File: config.mk
export PLATFORM = sky130hd
export DESIGN_NAME = commit_unit
export DESIGN_NICKNAME = d
export VERILOG_FILES = /design/src/rtl/commit_unit.sv
export SDC_FILE = /design/constraint.sdc
export NUM_CORES = 1
export LEC_CHECK = 0
export CAP_MARGIN = 20
export CORE_AREA = 2 2 60 74
export DETAILED_ROUTE_END_ITERATION = 10
export DIE_AREA = 0 0 62 76
export PLACE_DENSITY = 0.8
export REMOVE_ABC_BUFFERS = 1
export SLEW_MARGIN = 10
export SYNTH_ARGS = -nofsm -noshare
export SYNTH_HDL_FRONTEND = slang
export SYNTH_SLANG_ARGS = --single-unit
File: constraint.sdc
create_clock -name clk -period 3.7 [get_ports clk]
set_clock_uncertainty 0.2 [all_clocks]
set_input_delay 0.555 -clock clk [delete_from_list [all_inputs] [get_ports clk]]
set_output_delay 0.555 -clock clk [all_outputs]
set_load 0.005 [all_outputs]
File: src/rtl/commit_unit.sv
// commit_unit: multi-wide in-order retirement stage between the ROB head and
// architectural state (regfile, CC, data memory, fetch redirect).
//
// Ports:
//   clk, reset_n      clock, asynchronous active-low reset
//   valid_in          per-slot completed-entry flag (slot 0 = ROB head)
//   opcode_in         per-slot lc3b opcode (4 bits each)
//   dest_in           per-slot dest register; nzp mask for branches
//   value_in          per-slot result; target PC for branches
//   predict_in        per-slot predicted-taken bit
//   rob_empty         ROB holds no entries
//   dmem_resp         data memory store completion
//   rf_we             per-slot regfile write strobe
//   rf_busy_clr       per-slot busy-bit clear strobe
//   rf_dest/rf_value  pass-through of dest_in/value_in
//   rob_re_count      number of entries popped this cycle
//   ldstr_re          pop one ld/str buffer entry
//   dmem_write        store request, held until dmem_resp
//   flush/pcmux_sel   squash speculative state and redirect fetch
//   new_pc            redirect target
//   cc_out            architectural nzp
//
// Retirement strobes are combinational from the current state and ROB head so
// the ROB can pop in the same cycle; state and CC are registered.
module commit_unit #(
    parameter int unsigned DATA_WIDTH   = 16,
    parameter int unsigned TAG_WIDTH    = 3,
    parameter int unsigned COMMIT_WIDTH = 2
) (
    input  logic                                 clk,
    input  logic                                 reset_n,
    input  logic [COMMIT_WIDTH-1:0]              valid_in,
    input  logic [4*COMMIT_WIDTH-1:0]            opcode_in,
    input  logic [3*COMMIT_WIDTH-1:0]            dest_in,
    input  logic [DATA_WIDTH*COMMIT_WIDTH-1:0]   value_in,
    input  logic [COMMIT_WIDTH-1:0]              predict_in,
    input  logic                                 rob_empty,
    input  logic                                 dmem_resp,
    output logic [COMMIT_WIDTH-1:0]              rf_we,
    output logic [COMMIT_WIDTH-1:0]              rf_busy_clr,
    output logic [3*COMMIT_WIDTH-1:0]            rf_dest,
    output logic [DATA_WIDTH*COMMIT_WIDTH-1:0]   rf_value,
    output logic [$clog2(COMMIT_WIDTH+1)-1:0]    rob_re_count,
    output logic                                 ldstr_re,
    output logic                                 dmem_write,
    output logic                                 flush,
    output logic                                 pcmux_sel,
    output logic [DATA_WIDTH-1:0]                new_pc,
    output logic [2:0]                           cc_out
);

    localparam int unsigned CNT_W = $clog2(COMMIT_WIDTH + 1);

    localparam logic [3:0] OP_BR  = 4'd0;
    localparam logic [3:0] OP_ADD = 4'd1;
    localparam logic [3:0] OP_JSR = 4'd4;
    localparam logic [3:0] OP_AND = 4'd5;
    localparam logic [3:0] OP_LDR = 4'd6;
    localparam logic [3:0] OP_STR = 4'd7;
    localparam logic [3:0] OP_NOT = 4'd9;
    localparam logic [3:0] OP_SHF = 4'd13;
    localparam logic [3:0] OP_LEA = 4'd14;

    // Parameter sanity check; the tag width only sizes neighbouring buffers.
    if (COMMIT_WIDTH < 1 || COMMIT_WIDTH > 4 || TAG_WIDTH < 1) begin : g_bad_params
        $error("commit_unit: unsupported parameter set");
    end

    typedef enum logic [1:0] {
        IDLE       = 2'd0,
        STORE_WAIT = 2'd1,
        FLUSH      = 2'd2
    } state_e;

    state_e                  state_q, state_d;
    logic [2:0]              cc_q, cc_d;

    logic [2:0]              cc_chain;
    logic                    stop;
    logic                    taken;
    logic [CNT_W-1:0]        cnt;
    logic [3:0]              slot_op;
    logic [2:0]              slot_dest;
    logic [DATA_WIDTH-1:0]   slot_value;

    function automatic logic [2:0] gencc(input logic [DATA_WIDTH-1:0] v);
        if (v[DATA_WIDTH-1]) begin
            return 3'b100;
        end else if (v == '0) begin
            return 3'b010;
        end else begin
            return 3'b001;
        end
    endfunction

    // State and architectural CC registers.
    always_ff @(posedge clk or negedge reset_n) begin
        if (!reset_n) begin
            state_q <= IDLE;
            cc_q    <= 3'b010;
        end else begin
            state_q <= state_d;
            cc_q    <= cc_d;
        end
    end

    // Retirement scan, next state and strobes; strobes are forced low during reset.
    always_comb begin
        state_d      = state_q;
        cc_d         = cc_q;
        rf_we        = '0;
        rf_busy_clr  = '0;
        rob_re_count = '0;
        ldstr_re     = 1'b0;
        dmem_write   = 1'b0;
        flush        = 1'b0;
        pcmux_sel    = 1'b0;
        new_pc       = '0;
        cc_chain     = cc_q;
        stop         = 1'b0;
        taken        = 1'b0;
        cnt          = '0;
        slot_op      = '0;
        slot_dest    = '0;
        slot_value   = '0;

        if (reset_n) begin
            unique case (state_q)
                IDLE: begin
                    if (!rob_empty) begin
                        for (int i = 0; i < COMMIT_WIDTH; i++) begin
                            slot_op    = opcode_in[4*i +: 4];
                            slot_dest  = dest_in[3*i +: 3];
                            slot_value = value_in[DATA_WIDTH*i +: DATA_WIDTH];
                            if (!stop) begin
                                if (!valid_in[i]) begin
                                    stop = 1'b1;
                                end else begin
                                    case (slot_op)
                                        OP_ADD, OP_AND, OP_NOT, OP_SHF, OP_LEA, OP_LDR: begin
                                            rf_we[i]       = 1'b1;
                                            rf_busy_clr[i] = 1'b1;
                                            cnt            = cnt + CNT_W'(1);
                                            cc_chain       = gencc(slot_value);
                                        end
                                        OP_JSR: begin
                                            rf_we[i]       = 1'b1;
                                            rf_busy_clr[i] = 1'b1;
                                            cnt            = cnt + CNT_W'(1);
                                        end
                                        OP_BR: begin
                                            // Resolve against CC as left by earlier slots this cycle.
                                            taken = |(slot_dest & cc_chain);
                                            cnt   = cnt + CNT_W'(1);
                                            stop  = 1'b1;
                                            if (taken != predict_in[i]) begin
                                                flush     = 1'b1;
                                                pcmux_sel = 1'b1;
                                                new_pc    = slot_value;
                                                state_d   = FLUSH;
                                            end
                                        end
                                        OP_STR: begin
                                            // Only the head may start a store; later ones wait a cycle.
                                            stop = 1'b1;
                                            if (i == 0) begin
                                                dmem_write = 1'b1;
                                                state_d    = STORE_WAIT;
                                            end
                                        end
                                        default: stop = 1'b1;
                                    endcase
                                end
                            end
                        end
                        cc_d         = cc_chain;
                        rob_re_count = cnt;
                    end
                end
                STORE_WAIT: begin
                    dmem_write = 1'b1;
                    if (dmem_resp) begin
                        rob_re_count = CNT_W'(1);
                        ldstr_re     = 1'b1;
                        state_d      = IDLE;
                    end
                end
                FLUSH: begin
                    state_d = IDLE;
                end
                default: begin
                    state_d = IDLE;
                end
            endcase
        end
    end

    assign rf_dest  = dest_in;
    assign rf_value = value_in;
    assign cc_out   = cc_q;

endmodule

=== Yosys cells after proc, flatten, opt, wreduce, memory -nomap -nowiden ===
Cells that the tools add are included.

* Bits in read-only memories: 0
* Bits in latches: 0
* Register bits after elaboration: 5
* Memories: 0
* Memory bits (writable): 0

* Bitwise operators: 3
* Mux-type cells: 75
* Shift operators: 0
* Eq/ne operators: 20
* Reductions and logical operators: 15
* Multiply operators: 0
* Add/sub/neg operators: 1
* $lt $le $gt $ge: 0
* Div/mod/pow operators: 0

{| class="wikitable"
|+ Operators with widths
! operator !! count
|-
| $mux 16 || 10
|-
| $mux 2 || 21
|-
| $logic_not 16->1 || 2
|-
| $mux 1 || 30
|-
| $mux 3 || 10
|-
| $eq 4x3->1 const B || 7
|-
| $eq 4x4->1 const B || 6
|-
| $reduce_or 8->1 || 2
|-
| $reduce_or 7->1 || 2
|-
| $pmux 2 s2 || 3
|-
| $reduce_or 6->1 || 2
|-
| $eq 4x1->1 const B || 2
|-
| $logic_not 4->1 || 2
|-
| $and 3x3->3 || 2
|-
| $reduce_and 3->1 || 2
|-
| $reduce_or 3->1 || 2
|-
| $ne 2x2->1 const B || 2
|-
| $add 2x1->2 const B || 1
|-
| $eq 2x1->1 const B || 1
|-
| $logic_not 2->1 || 1
|-
| $ne 1x1->1 || 2
|-
| $pmux 1 s2 || 1
|-
| $not 1->1 || 1
|}

=== Logic depth before layout (Yosys ltp) ===
Gate-level depths: netlist of the first run.

* Word-level depth: 18
* Depth in mapped cells: 8

=== Worst setup path after synthesis of the first run ===
No wires, ideal clock.

* Path type: in2out
* Start: in opcode_in[2]
* End: out pcmux_sel
* Arrival time: 2.282 ns
* Path slack: 0.663 ns
* Buffers on the path: 2
* Data required time: 2.945 ns
* Stages: 8
* Cell sequence: and3b_1 or2_1 a32o_1 a221o_1 xor2_2 buf_6 a21o_1 buf_4

* Word-level cells in the longest chain between the ends: 17
* Elaborated cells on any way between the ends: 32

{| class="wikitable"
|+ Ends and longest elaborated chain
! element !! line !! text
|-
| from (decl) || 33 || <nowiki>input logic [4*COMMIT_WIDTH-1:0] opcode_in,</nowiki>
|-
| $eq 4x1->1, or another cell as far along || 139 || <nowiki>case (slot_op)</nowiki>
|-
| $reduce_or 6->1 || 139 ||
|-
| $mux 3 || 139 ||
|-
| $mux 3 || 136 || <nowiki>if (!valid_in[i]) begin</nowiki>
|-
| $mux 3 || 130 || <nowiki>if (!rob_empty) begin</nowiki>
|-
| $mux 3 || 128 || <nowiki>unique case (state_q)</nowiki>
|-
| $mux 3 || 127 || <nowiki>if (reset_n) begin</nowiki>
|-
| $and 3x3->3 || 153 || <nowiki>taken = |(slot_dest & cc_chain);</nowiki>
|-
| $reduce_or 3->1 || 153 ||
|-
| $ne 1x1->1 || 156 || <nowiki>if (taken != predict_in[i]) begin</nowiki>
|-
| $mux 1 (3 in series) || n/a ||
|-
| $mux 1 (*) (4 in series) || n/a ||
|-
| to (decl) || 47 || <nowiki>output logic pcmux_sel,</nowiki>
|}

Mark *: on every way between the ends. The rest lies on a longest branch, timed or not. The select of a mux whose other input is x is not followed.

=== Worst setup path after layout of the first run ===
* Start: in opcode_in[0]
* End: out new_pc[11]

* Word-level cells in the longest chain between the ends: 17
* Elaborated cells on any way between the ends: 32

{| class="wikitable"
|+ Ends and longest elaborated chain
! element !! line !! text
|-
| $eq 4x1->1, or another cell as far along || 139 ||
|-
| $reduce_or 6->1 || 139 ||
|-
| $mux 3 || 139 ||
|-
| $mux 3 || 136 ||
|-
| $mux 3 || 130 ||
|-
| $mux 3 || 128 ||
|-
| $mux 3 || 127 ||
|-
| $and 3x3->3 || 153 ||
|-
| $reduce_or 3->1 || 153 ||
|-
| $ne 1x1->1 || 156 ||
|-
| $mux 16 || 156 ||
|-
| $mux 16 || 139 ||
|-
| $mux 16 || 136 ||
|-
| $mux 16 (*) || 135 || <nowiki>if (!stop) begin</nowiki>
|-
| $mux 16 (*) || 130 ||
|-
| $mux 16 (*) || 128 ||
|-
| $mux 16 (*) || 127 ||
|-
| to (decl) || 48 || <nowiki>output logic [DATA_WIDTH-1:0] new_pc,</nowiki>
|}

Marks and branches as above.

==> impl_metrics.prom, run 1 <==
# TYPE chip_impl_metric gauge
chip_impl_metric{name="largest_fanout_of_any_net_on_the_critical_path",unit=""} 7
chip_impl_metric{name="dpl.hpwl",unit="um"} 3990
chip_impl_info{name="reg2reg_to",value="state_q[1]$_DFFE_PN0P_"} 1
chip_impl_metric{name="worst-path-stages",unit=""} 10
chip_impl_metric{name="wire_per_inst",unit="um"} 16.3
chip_impl_metric{name="clk_pin_slew_worst_paths",unit="ns"} 0.04
chip_impl_metric{name="async_set_or_reset_flop_fraction_in_the_synthesized_netlist",unit=""} 1.00
chip_impl_metric{name="netlist_area",unit="um2"} 1130
chip_impl_metric{name="post_route_core_utilization",unit=""} 0.589
chip_impl_info{name="cts_tree",value="done"} 1
chip_impl_metric{name="power.static_leakage",unit="nW"} 1.01
chip_impl_metric{name="minimum_hold_slack",unit="ns"} 0.346
chip_impl_metric{name="pwr-share-clk",unit=""} 0.212
chip_impl_metric{name="hold_buffers",unit=""} 0
chip_impl_metric{name="critPathArrivalTime",unit="ns"} 2.83
chip_impl_metric{name="row_count",unit=""} 26
chip_impl_metric{name="number_of_flops_mapped_to_enable_cells_by_yosys",unit=""} 0
chip_impl_metric{name="setup_violations",unit=""} 0
chip_impl_metric{name="finalWeightedCongestion",unit=""} 0.827
chip_impl_metric{name="clock_sink_count",unit=""} 5
chip_impl_metric{name="r2r_slack",unit="ns"} 1.47
chip_impl_metric{name="flow.area_growth_from_synthesis",unit="%"} 113
chip_impl_metric{name="netlist_instances",unit=""} 145
chip_impl_metric{name="vdd_ir_drop_max",unit="V"} 0.000116
chip_impl_metric{name="core_footprint",unit="um2"} 4070
chip_impl_metric{name="power.share.combinational",unit=""} 0.624
chip_impl_metric{name="cts_made_buffers",unit=""} 3
chip_impl_info{name="cp-startpoint",value="opcode_in[0]"} 1
chip_impl_info{name="cts_root_buf",value="clkbuf_8"} 1
chip_impl_metric{name="die_height",unit="um"} 76
chip_impl_metric{name="power.internal",unit="mW"} 0.333
chip_impl_metric{name="detail_route.vias_per_cell",unit=""} 5.04
chip_impl_info{name="status",value="complete, no violations"} 1
chip_impl_info{name="cpMaxStageDelayCell",value="a221o_1"} 1
chip_impl_info{name="ys_dominant_reg_cell",value="dfrtp_1"} 1
chip_impl_metric{name="drive_gt1_frac",unit=""} 0.209
chip_impl_metric{name="drc",unit=""} 0
chip_impl_metric{name="cp_num_buf_inv",unit=""} 4
chip_impl_metric{name="filler_cell_count",unit=""} 366
chip_impl_metric{name="max-clock-path-buffers",unit=""} 2
chip_impl_metric{name="post_synth.cell_area_avg",unit="um2"} 7.77
chip_impl_metric{name="total_detailed_routing_wirelength",unit="um"} 5040
chip_impl_metric{name="place.port_buffers",unit=""} 120
chip_impl_metric{name="floorplan.die_area",unit="um2"} 4710
chip_impl_metric{name="netSwitchingPower",unit="mW"} 0.149
chip_impl_metric{name="initial_core_util",unit=""} 0.277
chip_impl_metric{name="timing_hold_violations_final",unit=""} 0
chip_impl_metric{name="crit_required",unit="ns"} 2.94
chip_impl_metric{name="finalNetCount",unit=""} 310
chip_impl_metric{name="drtPass1Iterations",unit=""} 4
chip_impl_metric{name="reg2regPathDepth",unit=""} 6
chip_impl_metric{name="power-per-cell-area",unit="nW/um2"} 201
chip_impl_metric{name="report.final.slew_viol_count",unit=""} 0
chip_impl_info{name="hold_path_class",value="flip-flop to flip-flop"} 1
chip_impl_info{name="crit-reg2reg-launch",value="cc_out[0]$_DFFE_PN0P_"} 1
chip_impl_info{name="crit_type",value="input port to output port"} 1
chip_impl_metric{name="grt_max_degree",unit=""} 19
chip_impl_metric{name="detailroute.via_count",unit=""} 1563
chip_impl_metric{name="maxClockFrequency",unit="MHz"} 279
chip_impl_metric{name="ys_ff_latch",unit=""} 5
chip_impl_metric{name="ctsHtreeMaxLevel",unit=""} 1
chip_impl_info{name="critical_path.cell_chain",value="dlygate4sd2_1 > and3b_2 > or2_1 > a32o_2 > a221o_1 > xor2_2 > bufbuf_16 > buf_12 > a32o_1 > buf_2"} 1
chip_impl_metric{name="drv_cap",unit=""} 0
chip_impl_info{name="critical_path_endpoint_category",value="output port"} 1
chip_impl_metric{name="final_design_area_no_fill",unit="um2"} 2400
chip_impl_metric{name="grt.total_usage",unit=""} 0.216
chip_impl_metric{name="drt_first_iter_violations",unit=""} 42
chip_impl_metric{name="seq_power_share",unit=""} 0.164
chip_impl_info{name="setup.worst_path.end",value="new_pc[11]"} 1
chip_impl_metric{name="power.switching_fraction",unit=""} 0.309
chip_impl_metric{name="drt.antenna.violating_nets",unit=""} 0
chip_impl_metric{name="synth_warnings",unit=""} 0
chip_impl_info{name="critical-path-top-delay-family",value="compound AO/OA/AOI/OAI gates"} 1
chip_impl_metric{name="synth_sequential_area_ratio",unit=""} 0.112
chip_impl_metric{name="min_path_cells",unit=""} 1
chip_impl_metric{name="grt_antenna_before_repair",unit=""} 0
chip_impl_metric{name="dpl-instance-area",unit="um2"} 2300
chip_impl_metric{name="die_span_in_x",unit="um"} 62
chip_impl_metric{name="antennaDiodeCount",unit=""} 0
chip_impl_metric{name="clk-insertion-delay-late",unit="ns"} 0.22
chip_impl_metric{name="worst_slew_pin_slew",unit="ns"} 0.380
chip_impl_metric{name="post-route-period-util",unit=""} 0.970
chip_impl_metric{name="global_route_wire_length_before_repair",unit="um"} 7800
chip_impl_metric{name="timing.final.crit_period",unit="ns"} 3.59
chip_impl_metric{name="grt_pass1_vias",unit=""} 1655
chip_impl_metric{name="grt-ovfl-total",unit=""} 0
chip_impl_info{name="timing.critical_path.from_type",value="input port"} 1
chip_impl_metric{name="floorplan.io_pins",unit=""} 121
chip_impl_metric{name="synth_cell_types",unit=""} 40
chip_impl_metric{name="timing.slew.headroom",unit=""} 0.744
chip_impl_metric{name="critPathMaxStageDelay",unit="ns"} 0.38
==> what timing repair did <==
| item | in CTS | in global routing |
|---|---|---|
| resized for setup | 71 | 10 |
| gates cloned | 1 | 0 |
| setup endpoints to repair | 18 | 18 |
| pin swaps | 10 | 7 |
| buffers inserted | 2 | 1 |
==> state kept, by name, indices dropped and copies added, names as in the netlist <==
signal and count:
state_q 2, cc_out 3
==> cell families (layout without fill, tap and decap cells) <==
kind of cell,Yosys count,after routing,synth area share
buf+inv,48,157,0.304
simple gates,47,47,0.239
compound gates,38,38,0.276
flops,5,5,0.112
mux,4,4,0.0356
xor+xnor,2,2,0.0222
fa+ha+maj,1,1,0.0111
==> cells in the mapped netlist (all sizes together) (3+ instances only) <==
master	number	area, um2
nor3	6	35.0
buf	43	324
dfrtp	4	100
nand2	9	33.8
nand2b	3	18.8
nor4	9	56.3
o21ai	8	40.0
a21oi	3	15.0
nor2	3	11.3
a32o	17	170
inv	3	11.3
mux2i	4	40.0
nor2b	5	31.3
==> worst min path at each step <==
stage                                       from                endpoint  slack (ns)
final                      cc_out[1]$_DFFE_PN1P_   cc_out[1]$_DFFE_PN1P_        0.35
after global routing       cc_out[1]$_DFFE_PN1P_   cc_out[1]$_DFFE_PN1P_        0.36
after CTS                 state_q[0]$_DFFE_PN0P_  state_q[0]$_DFFE_PN0P_        0.35
after detailed placement  state_q[0]$_DFFE_PN0P_  state_q[0]$_DFFE_PN0P_        0.34
after global placement    state_q[0]$_DFFE_PN0P_  state_q[0]$_DFFE_PN0P_        0.32
after floorplan                          reset_n   cc_out[0]$_DFFE_PN0P_        0.06
==> cell type report <==
class | instances | area, um2 | share of cell area
Tap cell | 56 | 70.1 | 0.0292
Inverter | 3 | 11.3 | 0.00470
Multi-Input combinational cell | 92 | 707 | 0.295
Clock buffer | 4 | 45.0 | 0.0188
Timing Repair Buffer | 150 | 1440 | 0.599
Sequential cell | 5 | 126 | 0.0527
==> per-stage QoR <==
| step | std cells | power, mW | setup WS (ns) | setup TNS, ns |
|---|---|---|---|---|
| 6_report | 310 | 0.483 | 0.112 | 0 |
| 5_1_grt | 310 | 0.512 | -0.000353 | -0.000353 |
| 4_1_cts | 309 | 0.488 | 0.00140 | 0 |
| 3_5_place_dp | 302 | 0.333 | -0.343 | -5.87 |
| 3_3_place_gp | 302 | 0.331 | -0.293 | -5.03 |
| 2_1_floorplan | 100 | 0.135 | 0.659 | 0 |
==> placed cells by master, fill, tap and decap left out, types with 2 or more instances in the layout <==
cell type	instances
nand2b_1	3
clkdlybuf4s50_1	83
clkbuf_2	3
dfrtp_1	4
nor4_4	2
a21oi_1	3
a21o_1	2
nor4_1	5
nor3_2	2
a32o_1	16
a221o_1	2
nand4_1	2
mux2i_1	4
clkdlybuf4s15_1	12
clkbuf_8	3
nor3_1	4
nand2_1	9
buf_12	4
dlygate4sd2_1	16
nor2b_1	5
nor2_1	3
o21ai_0	7
and2_1	2
inv_1	3
buf_2	6
buf_4	25
nor4_2	2
==> routing by layer <==
metal / vias up / routed length, um / GRT usage
met2: 103 / 2480 / 0.364
met1: 720 / 1940 / 0.251
li1: 732 / - / -
met5: - / 0 / 0
met4: 0 / 110 / 0.0830
met3: 8 / 514 / 0.0560
==> power by group through the flow <==
stage | clock [mW] | sequential (mW) | combinational, mW
finish | 0.102 | 0.0793 | 0.301
global route | 0.108 | 0.0810 | 0.323
CTS | 0.106 | 0.0789 | 0.303
detailed placement | 0 | 0.0795 | 0.254
global placement | 0 | 0.0792 | 0.251
floorplan | 0 | 0.0754 | 0.0598
No activity file was read; power rests on OpenSTA's default activity.
==> inputs of run 2 (changes only) <==
ABC_CLOCK_PERIOD_IN_PS = 3700   (was not set)
SETUP_SLACK_MARGIN = 0.1   (was not set)
==> run 2 against run 1 <==
Clock power hardly changed. Global-route usage stayed put. Die area stayed put. Non-clock buffer count is 1 higher. Design area is 2.1% lower. Sequential share of layout area is 0.11 points higher. First-iteration DRC count is 33% higher. Critical path depth stayed put. Largest cell class unchanged.
==> impl_metrics.prom, run 2 (synthesis results as in run 1) <==
# TYPE chip_impl_metric gauge
chip_impl_metric{name="clock_sink_count",unit=""} 5
chip_impl_metric{name="ctsHtreeMaxLevel",unit=""} 1
chip_impl_metric{name="floorplan.die_area",unit="um2"} 4710
chip_impl_metric{name="clk_pin_slew_worst_paths",unit="ns"} 0.04
chip_impl_metric{name="core_footprint",unit="um2"} 4070
chip_impl_metric{name="dpl.hpwl",unit="um"} 3990
chip_impl_metric{name="drc",unit=""} 0
chip_impl_metric{name="power.static_leakage",unit="nW"} 1.01
chip_impl_metric{name="report.final.slew_viol_count",unit=""} 0
chip_impl_metric{name="finalNetCount",unit=""} 311
chip_impl_metric{name="largest_register_ffs",unit=""} 3
chip_impl_metric{name="finalWeightedCongestion",unit=""} 0.827
chip_impl_metric{name="final_design_area_no_fill",unit="um2"} 2350
chip_impl_metric{name="wire_per_inst",unit="um"} 16.3
chip_impl_info{name="busiest_layer",value="met2"} 1
chip_impl_metric{name="drive_gt1_frac",unit=""} 0.263
chip_impl_metric{name="timing.final.crit_period",unit="ns"} 3.58
chip_impl_metric{name="drv_cap",unit=""} 0
chip_impl_metric{name="detail_route.vias_per_cell",unit=""} 5.09
chip_impl_metric{name="global_route_wire_length_before_repair",unit="um"} 7810
chip_impl_info{name="cts_tree",value="done"} 1
chip_impl_info{name="hold_path_class",value="flip-flop to flip-flop"} 1
chip_impl_metric{name="final.setup.tns",unit="ns"} 0
chip_impl_metric{name="grt_max_degree",unit=""} 19
chip_impl_metric{name="dpl-instance-area",unit="um2"} 2300
chip_impl_info{name="rsz0062_at_grt",value="yes"} 1
chip_impl_metric{name="grt_use_met2",unit=""} 0.366
chip_impl_metric{name="total_detailed_routing_wirelength",unit="um"} 5060
chip_impl_metric{name="drtPass1Iterations",unit=""} 4
chip_impl_metric{name="timing_hold_violations_final",unit=""} 0
chip_impl_info{name="crit_type",value="input port to output port"} 1
chip_impl_info{name="timing.critical_path.from_type",value="input port"} 1
chip_impl_metric{name="die_span_in_x",unit="um"} 62
chip_impl_metric{name="die_height",unit="um"} 76
chip_impl_info{name="cts_root_buf",value="clkbuf_8"} 1
chip_impl_metric{name="clk-insertion-delay-late",unit="ns"} 0.23
chip_impl_metric{name="timing.slew.headroom",unit=""} 0.740
chip_impl_metric{name="flow.area_growth_from_synthesis",unit="%"} 108
chip_impl_metric{name="power-per-cell-area",unit="nW/um2"} 209
chip_impl_metric{name="worst_slew_pin_slew",unit="ns"} 0.386
chip_impl_metric{name="crit_required",unit="ns"} 2.94
chip_impl_info{name="layout.cells.most_common",value="clkdlybuf4s50_1"} 1
chip_impl_metric{name="grt_use_met3",unit=""} 0.0611
chip_impl_metric{name="largest_fanout_of_any_net_on_the_critical_path",unit=""} 7
chip_impl_metric{name="antennaDiodeCount",unit=""} 0
chip_impl_metric{name="place.port_buffers",unit=""} 120
chip_impl_metric{name="use_met1",unit=""} 0.245
chip_impl_info{name="critical_path_endpoint_category",value="output port"} 1
chip_impl_metric{name="max-clock-path-buffers",unit=""} 2
chip_impl_metric{name="hold_buffers",unit=""} 0
chip_impl_metric{name="row_count",unit=""} 26
chip_impl_metric{name="grt_pass1_vias",unit=""} 1662
chip_impl_info{name="most_frequent_cells_in_the_layout",value="clkdlybuf4s50_1, buf_4, a32o_1"} 1
chip_impl_metric{name="grt.total_usage",unit=""} 0.216
chip_impl_metric{name="drt.antenna.violating_nets",unit=""} 0
chip_impl_metric{name="setup_violations",unit=""} 0
chip_impl_metric{name="drt_first_iter_violations",unit=""} 56
chip_impl_metric{name="floorplan.io_pins",unit=""} 121
chip_impl_metric{name="initial_core_util",unit=""} 0.277
chip_impl_info{name="status",value="complete, no violations"} 1
chip_impl_metric{name="detailroute.via_count",unit=""} 1584
chip_impl_metric{name="maxClockFrequency",unit="MHz"} 279
chip_impl_metric{name="grt_antenna_before_repair",unit=""} 0
chip_impl_metric{name="post-route-period-util",unit=""} 0.968
chip_impl_metric{name="vdd_ir_drop_max",unit="V"} 0.000116
chip_impl_metric{name="critPathArrivalTime",unit="ns"} 2.83
chip_impl_metric{name="cts_made_buffers",unit=""} 3
chip_impl_metric{name="grt-ovfl-total",unit=""} 0
## run 2: changes by cell type in the layout (fill, tap and decap cells not counted)
cell | previous run | this run
dlygate4sd2_1 | 16 | 10
clkdlybuf4s15_1 | 12 | 5
buf_2 | 6 | 8
clkbuf_2 | 3 | 14
buf_4 | 25 | 26
## run 2: per-layer routing
layer,wire (um),share of wire,vias up
met5,0,0,-
li1,-,-,734
met3,488,0.096,11
met1,1950,0.39,737
met4,141,0.028,0
met2,2480,0.49,102
## run 2: cell type report
type / count / area (um2)
Tap cell: 56 / 70.1
Multi-Input combinational cell: 92 / 707
Inverter: 3 / 11.3
Timing Repair Buffer: 151 / 1390
Sequential cell: 5 / 126
Clock buffer: 4 / 45.0
Fill cell: 367 / 1720
## run 2: final timing paths
path | depth (start not counted) | from | slack, ns | to
setup / recovery | 10 | opcode_in[2] | 0.12 | new_pc[11]
hold / removal | 1 | cc_out[1]$_DFFE_PN1P_ | 0.35 | cc_out[1]$_DFFE_PN1P_
setup reg to reg | 7 | cc_out[0]$_DFFE_PN0P_ | 1.36 | state_q[1]$_DFFE_PN0P_
hold reg to reg | 1 | cc_out[1]$_DFFE_PN1P_ | 0.35 | cc_out[1]$_DFFE_PN1P_
max in group asynchronous | 2 | reset_n | 2.66 | cc_out[1]$_DFFE_PN1P_
min in group asynchronous | 2 | reset_n | 0.45 | state_q[1]$_DFFE_PN0P_
## run 2: critical path: stages
cell and delay [ns]:
dlygate4sd2_1 0.24, and3b_2 0.22, or2_1 0.23, a32o_2 0.28, a221o_1 0.37, xor2_2 0.17, bufbuf_16 0.27, buf_12 0.13
a32o_1 0.23, buf_2 0.12
## run 2: power by group
part | switching (mW) | leakage [nW] | internal [mW]
clock network | 0.0299 | 0.0228 | 0.0742
registers | 0.0133 | 0.0625 | 0.0662
logic | 0.109 | 0.924 | 0.197
## run 2: stage by stage
stage	utilization	power (mW)	setup WS (ns)	hold WS, ns	cells
floorplan	-	0.135	0.659	0.0594	100
global placement	0.566	0.331	-0.293	0.325	302
detailed placement	0.566	0.333	-0.343	0.344	302
CTS	0.586	0.492	0.101	0.349	310
global route	0.577	0.516	0.0276	0.361	311
finish	0.577	0.489	0.120	0.346	311
## run 2: what timing repair did
action	CTS	global route
cloned	1	0
pin swaps	10	10
buffers inserted	3	1
gates resized for setup	81	21
hold endpoints to repair	0	0
setup endpoints to repair	18	18
==> inputs of run 3 (changes only) <==
CELL_PAD_IN_SITES_DETAIL_PLACEMENT = 1   (was not set)
CELL_PAD_IN_SITES_GLOBAL_PLACEMENT = 2   (was not set)
CORE_AREA = 2 2 88 107   (was 2 2 60 74)
DIE_AREA = 0 0 90 109   (was 0 0 62 76)
PLACE_DENSITY = not set   (was 0.8)
PLACE_DENSITY_LB_ADDON = 0.1   (was not set)
==> run 3 against run 2 <==
Final cell count is 23% higher. Critical path type unchanged. Largest power group unchanged. Via count fell by 0.63%. Die area grew 110%. Global-route usage shrank 9.5 points. Sequential power up 0.9%. Design area up 7.5%.
==> impl_metrics.prom, run 3 (synthesis results as in run 1) <==
# TYPE chip_impl_metric gauge
chip_impl_info{name="status",value="complete, no violations"} 1
chip_impl_metric{name="drv_cap",unit=""} 0
chip_impl_metric{name="max-clock-path-buffers",unit=""} 2
chip_impl_metric{name="maxClockFrequency",unit="MHz"} 279
chip_impl_metric{name="floorplan.die_area",unit="um2"} 9810
chip_impl_metric{name="hold_buffers",unit=""} 0
chip_impl_metric{name="cts_made_buffers",unit=""} 3
chip_impl_metric{name="largest_fanout_of_any_net_on_the_critical_path",unit=""} 3
chip_impl_metric{name="antennaDiodeCount",unit=""} 0
chip_impl_metric{name="die_height",unit="um"} 109
chip_impl_metric{name="setup_violations",unit=""} 0
chip_impl_metric{name="post_route_core_utilization",unit=""} 0.285
chip_impl_metric{name="drt_first_iter_violations",unit=""} 34
chip_impl_metric{name="minimum_hold_slack",unit="ns"} 0.339
chip_impl_metric{name="drt.antenna.violating_nets",unit=""} 0
chip_impl_metric{name="fin_total_pwr",unit="mW"} 0.507
chip_impl_info{name="timing.critical_path.from_type",value="input port"} 1
chip_impl_info{name="cts_root_buf",value="clkbuf_8"} 1
chip_impl_metric{name="ctsHtreeMaxLevel",unit=""} 1
chip_impl_metric{name="grt.total_usage",unit=""} 0.122
chip_impl_metric{name="clk_pin_slew_worst_paths",unit="ns"} 0.03
chip_impl_metric{name="final.setup.tns",unit="ns"} 0
chip_impl_metric{name="flow.area_growth_from_synthesis",unit="%"} 124
chip_impl_info{name="rsz0062_at_grt",value="yes"} 1
chip_impl_info{name="crit_type",value="input port to output port"} 1
chip_impl_metric{name="detailroute.via_count",unit=""} 1574
chip_impl_metric{name="drc",unit=""} 0
chip_impl_metric{name="grt_max_degree",unit=""} 19
chip_impl_metric{name="die_span_in_x",unit="um"} 90
chip_impl_metric{name="finalNetCount",unit=""} 320
chip_impl_metric{name="global_route_wire_length_before_repair",unit="um"} 9520
chip_impl_metric{name="critPathArrivalTime",unit="ns"} 2.83
chip_impl_metric{name="place.port_buffers",unit=""} 120
chip_impl_metric{name="row_count",unit=""} 38
chip_impl_metric{name="dp_worst_setup_slack",unit="ns"} -0.597
chip_impl_metric{name="crit_required",unit="ns"} 2.94
chip_impl_metric{name="detail_route.vias_per_cell",unit=""} 4.10
chip_impl_metric{name="report.final.slew_viol_count",unit=""} 0
chip_impl_metric{name="grt_antenna_before_repair",unit=""} 0
chip_impl_info{name="layout.cells.most_common",value="clkdlybuf4s50_1"} 1
chip_impl_metric{name="initial_core_util",unit=""} 0.127
chip_impl_metric{name="core_footprint",unit="um2"} 8840
chip_impl_metric{name="floorplan.io_pins",unit=""} 121
chip_impl_metric{name="grt_pass1_vias",unit=""} 1811
chip_impl_metric{name="clk-insertion-delay-late",unit="ns"} 0.22
chip_impl_info{name="critical_path_endpoint_category",value="output port"} 1
chip_impl_metric{name="drtPass1Iterations",unit=""} 5
chip_impl_info{name="most_frequent_cells_in_the_layout",value="clkdlybuf4s50_1, buf_4, buf_2"} 1
chip_impl_metric{name="vdd_ir_drop_max",unit="V"} 0.0000756
chip_impl_metric{name="total_detailed_routing_wirelength",unit="um"} 5910
chip_impl_metric{name="wire_per_inst",unit="um"} 15.4
chip_impl_metric{name="finalWeightedCongestion",unit=""} 0.706
chip_impl_metric{name="largest_register_ffs",unit=""} 3
chip_impl_metric{name="power.static_leakage",unit="nW"} 1.05
chip_impl_metric{name="post-route-period-util",unit=""} 0.970
chip_impl_metric{name="timing.final.crit_period",unit="ns"} 3.59
chip_impl_metric{name="timing_hold_violations_final",unit=""} 0
chip_impl_metric{name="clock_sink_count",unit=""} 5
chip_impl_metric{name="grt-ovfl-total",unit=""} 0
chip_impl_info{name="hold_path_class",value="flip-flop to flip-flop"} 1
chip_impl_info{name="cts_tree",value="done"} 1
chip_impl_metric{name="power-per-cell-area",unit="nW/um2"} 201
chip_impl_metric{name="worst_slew_pin_slew",unit="ns"} 0.453
chip_impl_metric{name="timing.slew.headroom",unit=""} 0.695
chip_impl_metric{name="final.setup.worst_slack",unit="ns"} 0.112
chip_impl_metric{name="dpl.hpwl",unit="um"} 4840
chip_impl_metric{name="drive_gt1_frac",unit=""} 0.333
## run 3: final timing paths
kind | startpoint | end | slack, ns | cells after the start
max in group asynchronous | reset_n | cc_out[1]$_DFFE_PN1P_ | 2.66 | 2
min | state_q[0]$_DFFE_PN0P_ | state_q[0]$_DFFE_PN0P_ | 0.34 | 1
min in group asynchronous | reset_n | state_q[0]$_DFFE_PN0P_ | 0.44 | 2
max | opcode_in[0] | new_pc[14] | 0.11 | 11
max reg2reg | cc_out[0]$_DFFE_PN0P_ | state_q[1]$_DFFE_PN0P_ | 1.58 | 6
min reg2reg | state_q[0]$_DFFE_PN0P_ | state_q[0]$_DFFE_PN0P_ | 0.34 | 1
## run 3: repair_timing
| item | in CTS | in global routing |
|---|---|---|
| pin swaps | 15 | 10 |
| setup endpoints to repair | 18 | 18 |
| buffers inserted | 4 | 1 |
| hold endpoints to repair | 0 | 0 |
| gates resized for setup | 140 | 17 |
| cloned | 2 | 0 |
## run 3: worst max-delay path, stage by stage
cell and delay, ns:
clkdlybuf4s15_1 0.19, and3b_2 0.24, or2_4 0.26, a32o_2 0.27
a221o_1 0.38, xor2_2 0.17, buf_4 0.15, clkbuf_16 0.14
buf_6 0.11, a32o_1 0.23, buf_2 0.13
## run 3: stage by stage
stage               instance area (um2)  cells
floorplan                           795    100
global placement                   2440    373
finish                             2520    384
CTS                                2510    383
global route                       2520    384
detailed placement                 2440    373
## run 3: per-layer routing
metal | up-vias | routed length, um | part of all wire | global-route usage
li1 | 752 | - | - | -
met1 | 717 | 2280 | 0.39 | 0.133
met2 | 100 | 2830 | 0.48 | 0.220
met3 | 5 | 739 | 0.13 | 0.0532
met4 | 0 | 57 | 0.0096 | 0.0264
met5 | - | 0 | 0 | 0
## run 3: area by class of cell
class / instances / area [um2]
fillers: 1061 / 6320
inverters: 3 / 11.3
clock buffers: 4 / 45.0
well taps: 120 / 150
repair buffers: 160 / 1460
flip-flops and latches: 5 / 126
multi-input cells: 92 / 731
## run 3: where the power goes
group,switching (mW),internal [mW]
Clock,0.0253,0.0738
Sequential,0.0139,0.0663
Combinational,0.120,0.207
